`config.mk`:
```
export PLATFORM = sky130hd
export DESIGN_NAME = pipe_power_sequencer_flat
export DESIGN_NICKNAME = d
export VERILOG_FILES = /design/src/rtl/pipe_power_sequencer_pkg.sv /design/src/rtl/pipe_power_sequencer_if.sv /design/src/rtl/pipe_power_sequencer_timer.sv /design/src/rtl/pipe_power_sequencer.sv /design/src/flat_wrapper.sv
export SDC_FILE = /design/constraint.sdc
export NUM_CORES = 1
export LEC_CHECK = 0
export BUFFER_PORTS_ARGS = -buffer_cell sky130_fd_sc_hd__buf_2
export CORE_MARGIN = 2
export CORE_UTILIZATION = 49
export CTS_CLUSTER_DIAMETER = 80
export CTS_CLUSTER_SIZE = 10
export DETAILED_ROUTE_END_ITERATION = 6
export HOLD_SLACK_MARGIN = 0.12
export PLACE_DENSITY = 0.75
export SLEW_MARGIN = 20
export SYNTH_ARGS = -nofsm -noshare
export SYNTH_HDL_FRONTEND = slang
export SYNTH_SLANG_ARGS = --single-unit
```
`constraint.sdc`:
```
create_clock -name REFCLK -period 2 [get_ports REFCLK]
set_clock_uncertainty 0.05 [all_clocks]
set_input_delay 0.1 -clock REFCLK [delete_from_list [all_inputs] [get_ports REFCLK]]
set_output_delay 0.1 -clock REFCLK [all_outputs]
set_load 0.01 [all_outputs]
```
`src/rtl/pipe_power_sequencer_pkg.sv`:
```
// rtl/pipe_power_sequencer_pkg.sv - shared encodings, FSM states and transition legality for the PIPE power sequencer
package pipe_pwr_pkg;

    typedef enum logic [1:0] {
        PWR_P0  = 2'b00,
        PWR_P0S = 2'b01,
        PWR_P1  = 2'b10,
        PWR_P2  = 2'b11
    } pwr_state_e;

    typedef enum logic [1:0] {
        STAT_OK      = 2'b00,
        STAT_ILLEGAL = 2'b01,
        STAT_TIMEOUT = 2'b10
    } done_status_e;

    typedef enum logic [1:0] {
        S_IDLE,
        S_CHANGE,
        S_DETECT,
        S_RESP
    } seq_state_e;

    // Only neighbouring states in the PIPE power ladder may be reached directly
    function automatic logic is_legal(pwr_state_e cur, pwr_state_e tgt);
        case ({cur, tgt})
            {PWR_P0, PWR_P0S}, {PWR_P0S, PWR_P0},
            {PWR_P0, PWR_P1},  {PWR_P1, PWR_P0},
            {PWR_P1, PWR_P2},  {PWR_P2, PWR_P1}: return 1'b1;
            default:                            return cur == tgt;
        endcase
    endfunction

endpackage

```
`src/rtl/pipe_power_sequencer_if.sv`:
```
// rtl/pipe_power_sequencer_if.sv - MAC request/response and PHY power-manager signals of the sequencer
interface pipe_power_sequencer_if;
    logic       REQ_VALID;
    logic       REQ_READY;
    logic [1:0] REQ_STATE;
    logic       REQ_DETECT;
    logic       DONE;
    logic [1:0] DONE_STATUS;
    logic       DET_PRESENT;
    logic [1:0] CUR_STATE;
    logic [1:0] PWRDDWN;
    logic       RXDET_LOOPB;
    logic       PHYSTATUS;
    logic       RXDET;

    // Environment side: MAC requester plus PHY power manager
    modport master (
        output REQ_VALID, REQ_STATE, REQ_DETECT, PHYSTATUS, RXDET,
        input  REQ_READY, DONE, DONE_STATUS, DET_PRESENT, CUR_STATE, PWRDDWN, RXDET_LOOPB
    );

    // Sequencer side
    modport slave (
        input  REQ_VALID, REQ_STATE, REQ_DETECT, PHYSTATUS, RXDET,
        output REQ_READY, DONE, DONE_STATUS, DET_PRESENT, CUR_STATE, PWRDDWN, RXDET_LOOPB
    );
endinterface

```
`src/rtl/pipe_power_sequencer_timer.sv`:
```
// rtl/pipe_power_sequencer_timer.sv - PHYSTATUS wait timeout counter (pwrseq_timer)
module pwrseq_timer #(
    parameter int unsigned TIMEOUT_CYCLES = 1023
) (
    input  logic clk,
    input  logic rst,
    input  logic clear,
    input  logic enable,
    output logic expired
);
    localparam int unsigned W = $clog2(TIMEOUT_CYCLES + 1);
    localparam logic [W-1:0] LAST = W'(TIMEOUT_CYCLES - 1);

    logic [W-1:0] count;

    // Count wait cycles; the value during the k-th wait cycle is k-1
    always_ff @(posedge clk or posedge rst) begin
        if (rst) begin
            count <= '0;
        end else if (clear) begin
            count <= '0;
        end else if (enable && count != LAST) begin
            count <= count + 1'b1;
        end
    end

    // Terminal count is the TIMEOUT_CYCLES-th wait cycle
    assign expired = enable && (count == LAST);
endmodule

```
`src/rtl/pipe_power_sequencer.sv`:
```
// rtl/pipe_power_sequencer.sv - PIPE PHY power-state / receiver-detect sequencer; PWRSEQ_TIMEOUT_EN adds the PHYSTATUS timeout
module pipe_power_sequencer
    import pipe_pwr_pkg::*;
#(
    parameter int unsigned TIMEOUT_CYCLES = 1023
) (
    input logic                   REFCLK,
    input logic                   RESET,
    pipe_power_sequencer_if.slave bus
);
    seq_state_e   state;
    pwr_state_e   cur_q;
    pwr_state_e   pwr_q;
    done_status_e status_q;
    logic         ready_q;
    logic         done_q;
    logic         det_q;
    logic         loopb_q;
    logic         waiting;
    logic         timeout_hit;
    pwr_state_e   tgt;

    assign tgt     = pwr_state_e'(bus.REQ_STATE);
    assign waiting = (state == S_CHANGE) || (state == S_DETECT);

`ifdef PWRSEQ_TIMEOUT_EN
    pwrseq_timer #(
        .TIMEOUT_CYCLES(TIMEOUT_CYCLES)
    ) u_timer (
        .clk    (REFCLK),
        .rst    (RESET),
        .clear  (!waiting),
        .enable (waiting),
        .expired(timeout_hit)
    );
`else
    // Without the timer the sequencer waits for PHYSTATUS or RESET forever
    assign timeout_hit = 1'b0;
    logic unused_timeout_cfg;
    assign unused_timeout_cfg = |TIMEOUT_CYCLES;
`endif

    // Request sequencing FSM with all outputs registered
    always_ff @(posedge REFCLK or posedge RESET) begin
        if (RESET) begin
            state    <= S_IDLE;
            cur_q    <= PWR_P1;
            pwr_q    <= PWR_P1;
            status_q <= STAT_OK;
            ready_q  <= 1'b1;
            done_q   <= 1'b0;
            det_q    <= 1'b0;
            loopb_q  <= 1'b0;
        end else begin
            case (state)
                S_IDLE: begin
                    if (bus.REQ_VALID) begin
                        ready_q <= 1'b0;
                        if (bus.REQ_DETECT) begin
                            if (cur_q == PWR_P1) begin
                                loopb_q <= 1'b1;
                                state   <= S_DETECT;
                            end else begin
                                done_q   <= 1'b1;
                                status_q <= STAT_ILLEGAL;
                                state    <= S_RESP;
                            end
                        end else if (tgt == cur_q) begin
                            done_q   <= 1'b1;
                            status_q <= STAT_OK;
                            state    <= S_RESP;
                        end else if (is_legal(cur_q, tgt)) begin
                            pwr_q <= tgt;
                            state <= S_CHANGE;
                        end else begin
                            done_q   <= 1'b1;
                            status_q <= STAT_ILLEGAL;
                            state    <= S_RESP;
                        end
                    end
                end
                S_CHANGE: begin
                    if (bus.PHYSTATUS) begin
                        cur_q    <= pwr_q;
                        done_q   <= 1'b1;
                        status_q <= STAT_OK;
                        state    <= S_RESP;
                    end else if (timeout_hit) begin
                        pwr_q    <= cur_q;
                        done_q   <= 1'b1;
                        status_q <= STAT_TIMEOUT;
                        state    <= S_RESP;
                    end
                end
                S_DETECT: begin
                    if (bus.PHYSTATUS) begin
                        det_q    <= bus.RXDET;
                        loopb_q  <= 1'b0;
                        done_q   <= 1'b1;
                        status_q <= STAT_OK;
                        state    <= S_RESP;
                    end else if (timeout_hit) begin
                        loopb_q  <= 1'b0;
                        done_q   <= 1'b1;
                        status_q <= STAT_TIMEOUT;
                        state    <= S_RESP;
                    end
                end
                default: begin
                    done_q  <= 1'b0;
                    ready_q <= 1'b1;
                    state   <= S_IDLE;
                end
            endcase
        end
    end

    assign bus.REQ_READY   = ready_q;
    assign bus.DONE        = done_q;
    assign bus.DONE_STATUS = status_q;
    assign bus.DET_PRESENT = det_q;
    assign bus.CUR_STATE   = cur_q;
    assign bus.PWRDDWN     = pwr_q;
    assign bus.RXDET_LOOPB = loopb_q;
endmodule

```
`src/flat_wrapper.sv`:
```
// flat-port wrapper written by rule: the top's interface ports become plain ports
module pipe_power_sequencer_flat import pipe_pwr_pkg::*;
#(
    parameter int unsigned TIMEOUT_CYCLES = 1023
)
  (REFCLK, RESET, bus_REQ_VALID, bus_REQ_STATE, bus_REQ_DETECT, bus_PHYSTATUS, bus_RXDET, bus_REQ_READY, bus_DONE, bus_DONE_STATUS, bus_DET_PRESENT, bus_CUR_STATE, bus_PWRDDWN, bus_RXDET_LOOPB);
  pipe_power_sequencer_if bus_i ();
  input logic REFCLK;
  input logic RESET;
  input wire logic [$bits(bus_i.REQ_VALID)-1:0] bus_REQ_VALID;
  input wire logic [$bits(bus_i.REQ_STATE)-1:0] bus_REQ_STATE;
  input wire logic [$bits(bus_i.REQ_DETECT)-1:0] bus_REQ_DETECT;
  input wire logic [$bits(bus_i.PHYSTATUS)-1:0] bus_PHYSTATUS;
  input wire logic [$bits(bus_i.RXDET)-1:0] bus_RXDET;
  output wire logic [$bits(bus_i.REQ_READY)-1:0] bus_REQ_READY;
  output wire logic [$bits(bus_i.DONE)-1:0] bus_DONE;
  output wire logic [$bits(bus_i.DONE_STATUS)-1:0] bus_DONE_STATUS;
  output wire logic [$bits(bus_i.DET_PRESENT)-1:0] bus_DET_PRESENT;
  output wire logic [$bits(bus_i.CUR_STATE)-1:0] bus_CUR_STATE;
  output wire logic [$bits(bus_i.PWRDDWN)-1:0] bus_PWRDDWN;
  output wire logic [$bits(bus_i.RXDET_LOOPB)-1:0] bus_RXDET_LOOPB;
  assign bus_i.REQ_VALID = bus_REQ_VALID;
  assign bus_i.REQ_STATE = bus_REQ_STATE;
  assign bus_i.REQ_DETECT = bus_REQ_DETECT;
  assign bus_i.PHYSTATUS = bus_PHYSTATUS;
  assign bus_i.RXDET = bus_RXDET;
  assign bus_REQ_READY = bus_i.REQ_READY;
  assign bus_DONE = bus_i.DONE;
  assign bus_DONE_STATUS = bus_i.DONE_STATUS;
  assign bus_DET_PRESENT = bus_i.DET_PRESENT;
  assign bus_CUR_STATE = bus_i.CUR_STATE;
  assign bus_PWRDDWN = bus_i.PWRDDWN;
  assign bus_RXDET_LOOPB = bus_i.RXDET_LOOPB;
  pipe_power_sequencer #(.TIMEOUT_CYCLES(TIMEOUT_CYCLES)) u_core (.REFCLK(REFCLK), .RESET(RESET), .bus(bus_i));
endmodule
```
### Word level (Yosys, flattened, before mapping)

Index checks and enable logic that the tools add are counted.

* eq/ne operators: 18
* muxes and demuxes: 33
* bitwise gates (word level): 3
* reduce and logical (&&, ||, !) cells: 13

Operators with widths (number)
* $mux 2: 11
* $mux 1: 17
* $reduce_and 5->1: 3
* $eq 4x4->1 const B: 3
* $pmux 2 s2: 2
* $reduce_and 2->1: 4
* $ne 2x2->1 const B: 3
* $pmux 1 s2: 3
* $reduce_or 6->1: 1
* $eq 2x2->1: 2
* $eq 2x2->1 const B: 2
* $eq 4x1->1 const B: 1
* $eq 4x2->1 const B: 1
* $eq 4x3->1 const B: 1
* $ne 2x1->1 const B: 2
* $ne 4x3->1 const B: 1
* $reduce_and 4->1: 1
* $reduce_bool 2->1: 2
* $ne 3x3->1 const B: 1
* $not 1->1: 3
* $eq 2x1->1 const B: 1
* $logic_not 2->1: 1
* $reduce_or 2->1: 1

* flip-flop bits (word level): 12
* input port bits: 8
* output and inout port bits: 10
* word-level logic and storage cells: 75

### Logic depth before layout (Yosys ltp)

Gate-level depths: netlist of run 1.

* depth in word-level cells: 12
* depth in mapped cells: 6
* depth with buffers taken out: 6

### Least setup slack after synthesis of run 1

OpenSTA, ideal clock, no wires.

* kind: register to register
* from: register u_core.state[0]
* to: register u_core.pwr_q[0], in the netlist u_core.bus.PWRDDWN[0]
* setup time: 0.128 ns
* arrival time: 1.489 ns
* data required time: 1.822 ns
* setup slack: 0.334 ns
* cell stages (with the launch flop): 6
* path through: dfrtp_1 > inv_1 > ha_1 > inv_1 > nor4_2 > mux2_1

* word-level cells in the longest chain between the ends: 2

Ends and longest elaborated chain
* start: declaration: line pipe_power_sequencer.sv:11 `seq_state_e state;`
* start signal: assignment: line pipe_power_sequencer.sv:46 `state <= S_IDLE;`
* start signal: assignment: line pipe_power_sequencer.sv:62 `state <= S_DETECT;`
* start signal: assignment: line pipe_power_sequencer.sv:66 `state <= S_RESP;`
* $logic_not 2->1: line pipe_power_sequencer.sv:55 `case (state)`
* $reduce_and 5->1 (no source line)
* end signal: assignment: line pipe_power_sequencer.sv:73 `pwr_q <= tgt;`
* end signal: assignment: line pipe_power_sequencer.sv:89 `pwr_q <= cur_q;`
* end: declaration: line pipe_power_sequencer.sv:13 `pwr_state_e pwr_q;`

Every way passes these cells.
A chain may end at the register's enable or synchronous reset.

### Worst setup path in the final report of run 1

Ends and elaborated chain as after synthesis.

==> results of run 1 <==
-- layout make-up --
| cell class | instances | area [um^2] |
|---|---|---|
| clock buffer | 4 | 26.3 |
| fill | 119 | 455 |
| inverter | 8 | 30.0 |
| multi-input combinational | 43 | 355 |
| sequential | 11 | 279 |
| tap | 15 | 18.8 |
| timing repair buffer | 20 | 120 |
-- cells by family (layout without fill, tap and decap cells) --
logic type | count (synthesis) | count (layout) | share of synthesized area (%)
muxes | 7 | 7 | 11.4
adders and majority gates | 5 | 5 | 9.31
xor gates and xnor gates | 3 | 3 | 3.91
buffers and inverters | 9 | 32 | 5.59
AOI/OAI and AO/OA | 14 | 14 | 15.3
DFF | 11 | 11 | 41.5
other | 1 | 1 | 0.558
and+or+nand+nor | 13 | 13 | 12.5
-- cells in the final DEF (no fill, tap or decap), types with 2 or more instances in the layout --
cell type                       instances
sky130_fd_sc_hd__a22o_1                 2
sky130_fd_sc_hd__buf_2                 16
sky130_fd_sc_hd__clkbuf_4               3
sky130_fd_sc_hd__dfrtp_1                8
sky130_fd_sc_hd__dfstp_2                3
sky130_fd_sc_hd__dlygate4sd3_1          4
sky130_fd_sc_hd__ha_1                   5
sky130_fd_sc_hd__inv_1                  8
sky130_fd_sc_hd__mux2_1                 5
sky130_fd_sc_hd__mux2i_1                2
sky130_fd_sc_hd__nand2_1                4
sky130_fd_sc_hd__nor3_1                 2
sky130_fd_sc_hd__o21ai_0                2
sky130_fd_sc_hd__o21ai_1                2
sky130_fd_sc_hd__xor2_1                 2
-- per-layer routing --
metal	global-route usage (%)	part of all wire (%)
met5	0	0
met4	10.0	2.2
met3	4.89	3.5
met2	34.8	49
met1	24.7	45
-- Yosys cell counts --
| cell | number |
|---|---|
| sky130_fd_sc_hd__dfrtp_1 | 8 |
| sky130_fd_sc_hd__inv_1 | 8 |
| sky130_fd_sc_hd__ha_1 | 5 |
| sky130_fd_sc_hd__mux2_1 | 5 |
| sky130_fd_sc_hd__nand2_1 | 4 |
| sky130_fd_sc_hd__dfstp_2 | 3 |
| sky130_fd_sc_hd__a22o_1 | 2 |
| sky130_fd_sc_hd__mux2i_1 | 2 |
| sky130_fd_sc_hd__nor3_1 | 2 |
| sky130_fd_sc_hd__o21ai_0 | 2 |
| sky130_fd_sc_hd__o21ai_1 | 2 |
| sky130_fd_sc_hd__xor2_1 | 2 |
| sky130_fd_sc_hd__a211o_1 | 1 |
| sky130_fd_sc_hd__a211oi_1 | 1 |
| sky130_fd_sc_hd__a21o_1 | 1 |
| sky130_fd_sc_hd__a21oi_1 | 1 |
| sky130_fd_sc_hd__a21oi_2 | 1 |
| sky130_fd_sc_hd__buf_4 | 1 |
| sky130_fd_sc_hd__conb_1 | 1 |
| sky130_fd_sc_hd__nand3_2 | 1 |
| sky130_fd_sc_hd__nand3b_1 | 1 |
| sky130_fd_sc_hd__nor2_1 | 1 |
| sky130_fd_sc_hd__nor4_2 | 1 |
| sky130_fd_sc_hd__o211ai_1 | 1 |
| sky130_fd_sc_hd__o22ai_2 | 1 |
| sky130_fd_sc_hd__o31ai_1 | 1 |
| sky130_fd_sc_hd__or2_1 | 1 |
| sky130_fd_sc_hd__or4_1 | 1 |
| sky130_fd_sc_hd__or4_4 | 1 |
| sky130_fd_sc_hd__xnor2_1 | 1 |
-- through the flow --
stage	cell area, um^2	total power, uW	setup WS, ns	hold WS [ns]
finish	830	1320	0.136	0.148
global route	830	1420	0.0521	0.165
CTS	830	1320	0.139	0.144
detailed placement	763	1150	0.153	0.0608
global placement	763	1120	0.259	0.0588
floorplan	672	946	0.334	-0.0997
-- report_power, final --
| group | internal, uW | switching [uW] |
|---|---|---|
| registers | 356 | 97.7 |
| logic | 322 | 387 |
| clock network | 77.3 | 79.3 |
| total | 755 | 564 |
-- sequential cells by signal, summed over array words and instances (netlist names) --
name / cells
u_core.bus.RXDET_LOOPB: 1
u_core.bus.REQ_READY: 1
u_core.bus.DONE: 1
u_core.bus.CUR_STATE: 2
u_core.bus.PWRDDWN: 2
u_core.state: 2
u_core.bus.DET_PRESENT: 1
u_core.bus.DONE_STATUS: 1
-- final timing paths --
check | to | slack, ns | startpoint | cells after the start
max | u_core.bus.PWRDDWN[0] | 0.14 | u_core.state[0] | 5
min | u_core.bus.RXDET_LOOPB | 0.15 | bus_PHYSTATUS | 3
max reg2reg | u_core.bus.PWRDDWN[0] | 0.14 | u_core.state[0] | 5
min reg2reg | u_core.bus.DONE_STATUS[0] | 0.45 | u_core.bus.DONE_STATUS[0] | 1
max in group asynchronous | u_core.bus.CUR_STATE[1] | 1.25 | RESET | 3
min in group asynchronous | u_core.bus.DET_PRESENT | 0.32 | RESET | 3
-- worst max-delay path: cells and delay by family (launching register included) --
family / cells / cell delay [ns]
adder cells (fa/ha/maj): 1 / 0.31
AND/OR/NAND/NOR: 1 / 0.36
multiplexers: 1 / 0.36
buffers and inverters: 2 / 0.23
flip-flops: 1 / 0.43
==> impl_results.md, run 1 <==
* I/O pin count at 18
* Maximum number of pins on one net before global-route repair at 12
* Worst path required time at 2.10 ns
* Die boundary height at 41.0 um
* Diodes inserted at 0
* CTS clk-pin slew, worst paths at 0.07 ns
* Core utilization of the finished layout at 64.6%
* Element type at the critical path end: flop
* Count of different cell masters after synthesis at 30
* TritonRoute pass-1 iters at 5
* FP Rows at 13
* Static leakage power at 0.000415 uW
* Placed Cells incl. Taps at 93
* Synth-to-layout area growth at 23.5%
* Wire length of the first global-routing pass at 2170 um
* Proportion of synthesized chip area in sequential cells at 41.5%
* Syn nets at 76
* Pwr Density at 1590 mW/mm^2
* Overall die area at 0.00168 mm^2
* Cell with the most instances on the worst path: sky130_fd_sc_hd__inv_1
* Number of DRC violations after detailed-routing iteration 0 at 8
* Maximum clock frequency at 0.537 GHz
* Vias/cell at 5.50
* Share of the clock period used by the worst path after layout at 93.2%
* Period minus WS final at 1.86 ns
* Gate Count Post-Synth at 63
* Clock buffers created by TritonCTS at 3
* Slowest stage delay, CP at 0.43 ns
* Number of endpoints failing setup at the final stage at 0
* Avg WL per Cell at 13.7 um
* Fraction of post-synthesis cell area in the top cell type by area at 29.8%
* Area contributors post-synth: sky130_fd_sc_hd__dfrtp_1 (30%), sky130_fd_sc_hd__dfstp_2 (12%), sky130_fd_sc_hd__ha_1 (9.3%)
* Core area at 0.00128 mm^2
* Series of cell instances along the critical path: inv_1 > ha_1 > inv_1 > nor4_2 > mux2_1
* Number of post-CTS setup repair buffers at 0
* Total overflow reported by the global router at 0
* Critical-path maximum fanout at 7
* Clock tree from TritonCTS: done
* #FFs+latches synth at 11
* Cell area after synthesis at 672 um^2
* Routed via count at 556
* Type of the setup path with the least slack: reg -> reg
* Classification of the worst-slack hold path: in -> reg
* Top cell type by total area after synthesis: sky130_fd_sc_hd__dfrtp_1
* Warnings from Yosys at 0
* Number of global-route vias before repair at 523
* Root cell of the clock tree: sky130_fd_sc_hd__clkbuf_4
* Number of nets with antenna violations after routing at 0
* Count of clock tree sinks at 11
* DRC viols at 0
* Aggregate negative setup slack at 0 ns
* Critical path startpoint category: flop
* Non-filler instance count after layout at 101
* Maximum level of the CTS H-tree at 1
* Global placer's final weighted congestion at 0.779
* Final hold violation count at 0
* IO buf count at 16
* Chip Width at 41.0 um
* Number of nets in the final layout at 100
* Mean instance size in the synthesized netlist at 10.7 um^2
* Result of the run: finished clean
* CTS Hold Bufs at 4
* RSZ-0062 raised after global routing: no
* Arrival time of the worst setup path at 1.97 ns
* Initial cell density of the core at 52.3%
* Final max-slew violation count at 0
* Post-detailed-placement half-perimeter wirelength at 1060 um
* Total Routed Length at 1390 um
* Clk_lat worst skew at 0.27 ns
* Number of antenna violations at the first check in global routing at 0
* Count of maximum capacitance violations at 0
* All-Layer GR Usage at 20.8%
* CTS-repair resized insts at 0
* Maximum ir drop on the vdd rail at 0.000883 V
* Fraction of layout cells with a size suffix above 1 at 31.4%
* Cell with the largest stage delay on the worst path: sky130_fd_sc_hd__dfrtp_1
* Maximum number of buffers from clock root to sink at 2
(Power assumes the default switching activity.)
==> inputs of run 2 (changes only) <==
--- a/config.mk
+++ b/config.mk
@@ -13,6 +13,8 @@
 export DETAILED_ROUTE_END_ITERATION = 6
 export HOLD_SLACK_MARGIN = 0.12
 export PLACE_DENSITY = 0.75
+export RECOVER_POWER = 100
+export SETUP_SLACK_MARGIN = 0.15
 export SLEW_MARGIN = 20
 export SYNTH_ARGS = -nofsm -noshare
 export SYNTH_HDL_FRONTEND = slang
==> impl_results.md, run 2 (synthesis results as in run 1) <==
* Result of the run: finished clean
* Maximum clock frequency at 0.550 GHz (+2.5%)
* Count of clock tree sinks at 11 (unchanged)
* Number of nets in the final layout at 100 (unchanged)
* Chip Width at 41.0 um (unchanged)
* Count of maximum capacitance violations at 0 (unchanged)
* Type of the setup path with the least slack: reg -> reg
* Final hold violation count at 0 (unchanged)
* Classification of the worst-slack hold path: in -> reg
* RSZ-0062 raised after global routing: yes
* Fillcell total at 121 (+1.7%)
* Clock buffers created by TritonCTS at 3 (unchanged)
* Root cell of the clock tree: sky130_fd_sc_hd__clkbuf_4
* Vias/cell at 5.42 (-1.6%)
* Clock tree from TritonCTS: done
* Post-layout total power at 1310 uW (-0.50%)
* Post-detailed-placement half-perimeter wirelength at 1060 um (unchanged)
* Overall die area at 0.00168 mm^2 (unchanged)
* Aggregate negative setup slack at 0 ns (unchanged)
* Setup slack after placement at 0.153 ns (unchanged)
* CTS clk-pin slew, worst paths at 0.07 ns (about the same)
* TritonRoute pass-1 iters at 4 (-1)
* Period minus WS final at 1.82 ns (-0.0452 ns)
* Global placer's final weighted congestion at 0.779 (unchanged)
* Series of cell instances along the critical path: xor2_2 > or4_1 > nand3_2 > a21oi_2 > a22o_1
* Die boundary height at 41.0 um (unchanged)
* Number of antenna violations at the first check in global routing at 0 (unchanged)
* Core area at 0.00128 mm^2 (unchanged)
* Total overflow reported by the global router at 0 (unchanged)
* Slowest stage delay, CP at 0.67 ns (+0.24 ns)
* Number of post-CTS setup repair buffers at 0 (unchanged)
* Critical path startpoint category: flop
* Initial cell density of the core at 52.3% (unchanged)
* Leading cell type in the layout, fill and taps excluded: sky130_fd_sc_hd__clkbuf_1
* Cell with the largest stage delay on the worst path: sky130_fd_sc_hd__dfstp_1
* Synth-to-layout area growth at 23.5% (unchanged)
* I/O pin count at 18 (unchanged)
* Maximum number of pins on one net before global-route repair at 12 (unchanged)
* Setup slack of the critical path after layout at 0.181 ns (+0.0452 ns)
* Arrival time of the worst setup path at 1.93 ns (-0.04 ns)
* Post-route worst hold slack at 0.149 ns (+0.000473 ns)
* IO buf count at 16 (unchanged)
* Share of the clock period used by the worst path after layout at 90.9% (-2.3 points)
* Maximum number of buffers from clock root to sink at 2 (unchanged)
* DRC viols at 0 (unchanged)
* Total Routed Length at 1430 um (+3.2%)
* Pwr Density at 1580 mW/mm^2 (-0.50%)
* Maximum ir drop on the vdd rail at 0.000858 V (-2.9%)
* Commonest cells after routing, fill and taps aside: sky130_fd_sc_hd__clkbuf_1 (9), sky130_fd_sc_hd__inv_1 (8), sky130_fd_sc_hd__buf_2 (8), sky130_fd_sc_hd__dfrtp_1 (8), sky130_fd_sc_hd__mux2_1 (5)
* Worst path required time at 2.11 ns (about the same)
* Critical-path maximum fanout at 6 (-1)
* Fraction of layout cells with a size suffix above 1 at 23.3% (-8.1 points)
* Final max-slew violation count at 0 (unchanged)
* Avg WL per Cell at 14.2 um (+3.2%)
* Diodes inserted at 0 (unchanged)
* Largest delay share family, worst path: flip-flops
* FP Rows at 13 (unchanged)
* Number of nets with antenna violations after routing at 0 (unchanged)
* Number of endpoints failing setup at the final stage at 0 (unchanged)
* Static leakage power at 0.000392 uW (-5.4%)
* Critical path buffer and inverter count at 0 (-2)
* Element type at the critical path end: flop
* Number of DRC violations after detailed-routing iteration 0 at 9 (+1)
* Wire length of the first global-routing pass at 2170 um (unchanged)
* All-Layer GR Usage at 20.8% (-0.047 points)
* Core utilization of the finished layout at 64.6% (unchanged)
* Clk_lat worst skew at 0.27 ns (about the same)
* Routed via count at 547 (-1.6%)
* Number of global-route vias before repair at 523 (unchanged)
* Maximum level of the CTS H-tree at 1 (unchanged)
-- run 2: cell count changes in the layout (fill, tap and decap cells not counted) --
cell                       change
sky130_fd_sc_hd__buf_2         -8
sky130_fd_sc_hd__clkbuf_1      +8
sky130_fd_sc_hd__dfstp_1       +1
sky130_fd_sc_hd__dfstp_2       -1
sky130_fd_sc_hd__ha_1          -1
sky130_fd_sc_hd__ha_2          +1
sky130_fd_sc_hd__o21ai_0       +1
sky130_fd_sc_hd__o21ai_1       -1
sky130_fd_sc_hd__or2_0         +1
sky130_fd_sc_hd__or2_1         -1
sky130_fd_sc_hd__xor2_1        -1
sky130_fd_sc_hd__xor2_2        +1
-- run 2: per-stage QoR --
| step | area (um^2) | cells |
|---|---|---|
| finish | 830 | 101 |
| global route | 830 | 101 |
| CTS | 832 | 101 |
| detailed placement | 763 | 93 |
| global placement | 763 | 93 |
| floorplan | 672 | 63 |
-- run 2: worst register-to-register path, delay by kind of cell (launching register included) --
kind / cells / cell delay (ns)
flip-flops: 1 / 0.67
AND/OR/NAND/NOR: 2 / 0.55
AO/OA/AOI/OAI: 2 / 0.30
XOR/XNOR: 1 / 0.14
-- run 2: metal layers --
layer	track usage, %	vias up	share of wire (%)
met5	0	-	0
met4	10.0	0	2.1
met3	4.89	4	2.9
met2	34.8	10	51
met1	24.6	270	44
li1	-	263	-
-- run 2: worst paths after layout --
kind / start / to / slack, ns / depth (start not counted)
setup / recovery: u_core.bus.CUR_STATE[1] / u_core.bus.DONE_STATUS[0] / 0.18 / 5
hold / removal: bus_PHYSTATUS / u_core.bus.RXDET_LOOPB / 0.15 / 3
setup reg to reg: u_core.bus.CUR_STATE[1] / u_core.bus.DONE_STATUS[0] / 0.18 / 5
hold reg to reg: u_core.bus.DONE_STATUS[0] / u_core.bus.DONE_STATUS[0] / 0.45 / 1
max in group asynchronous: RESET / u_core.bus.PWRDDWN[1] / 1.25 / 3
min in group asynchronous: RESET / u_core.state[0] / 0.32 / 3
-- run 2: timing repair --
action / CTS / global route
endpoints found under the setup margin: 1 / 3
endpoints found under the hold margin: 14 / 0
hold buffers: 4 / 0
pin swaps: 0 / 0
resized for setup: 1 / 1
-- run 2: cell type report --
type | instances | area, um^2 | share of cell area, %
multi-input combinational | 43 | 365 | 44.0
inverter | 8 | 30.0 | 3.62
sequential | 11 | 279 | 33.6
tap | 15 | 18.8 | 2.26
clock buffer | 4 | 26.3 | 3.17
timing repair buffer | 20 | 110 | 13.3
-- run 2: power breakdown --
| group | switching (uW) | total [uW] | internal (uW) |
|---|---|---|---|
| Sequential | 105 | 458 | 353 |
| Combinational | 386 | 699 | 312 |
| Clock | 78.8 | 156 | 77.3 |
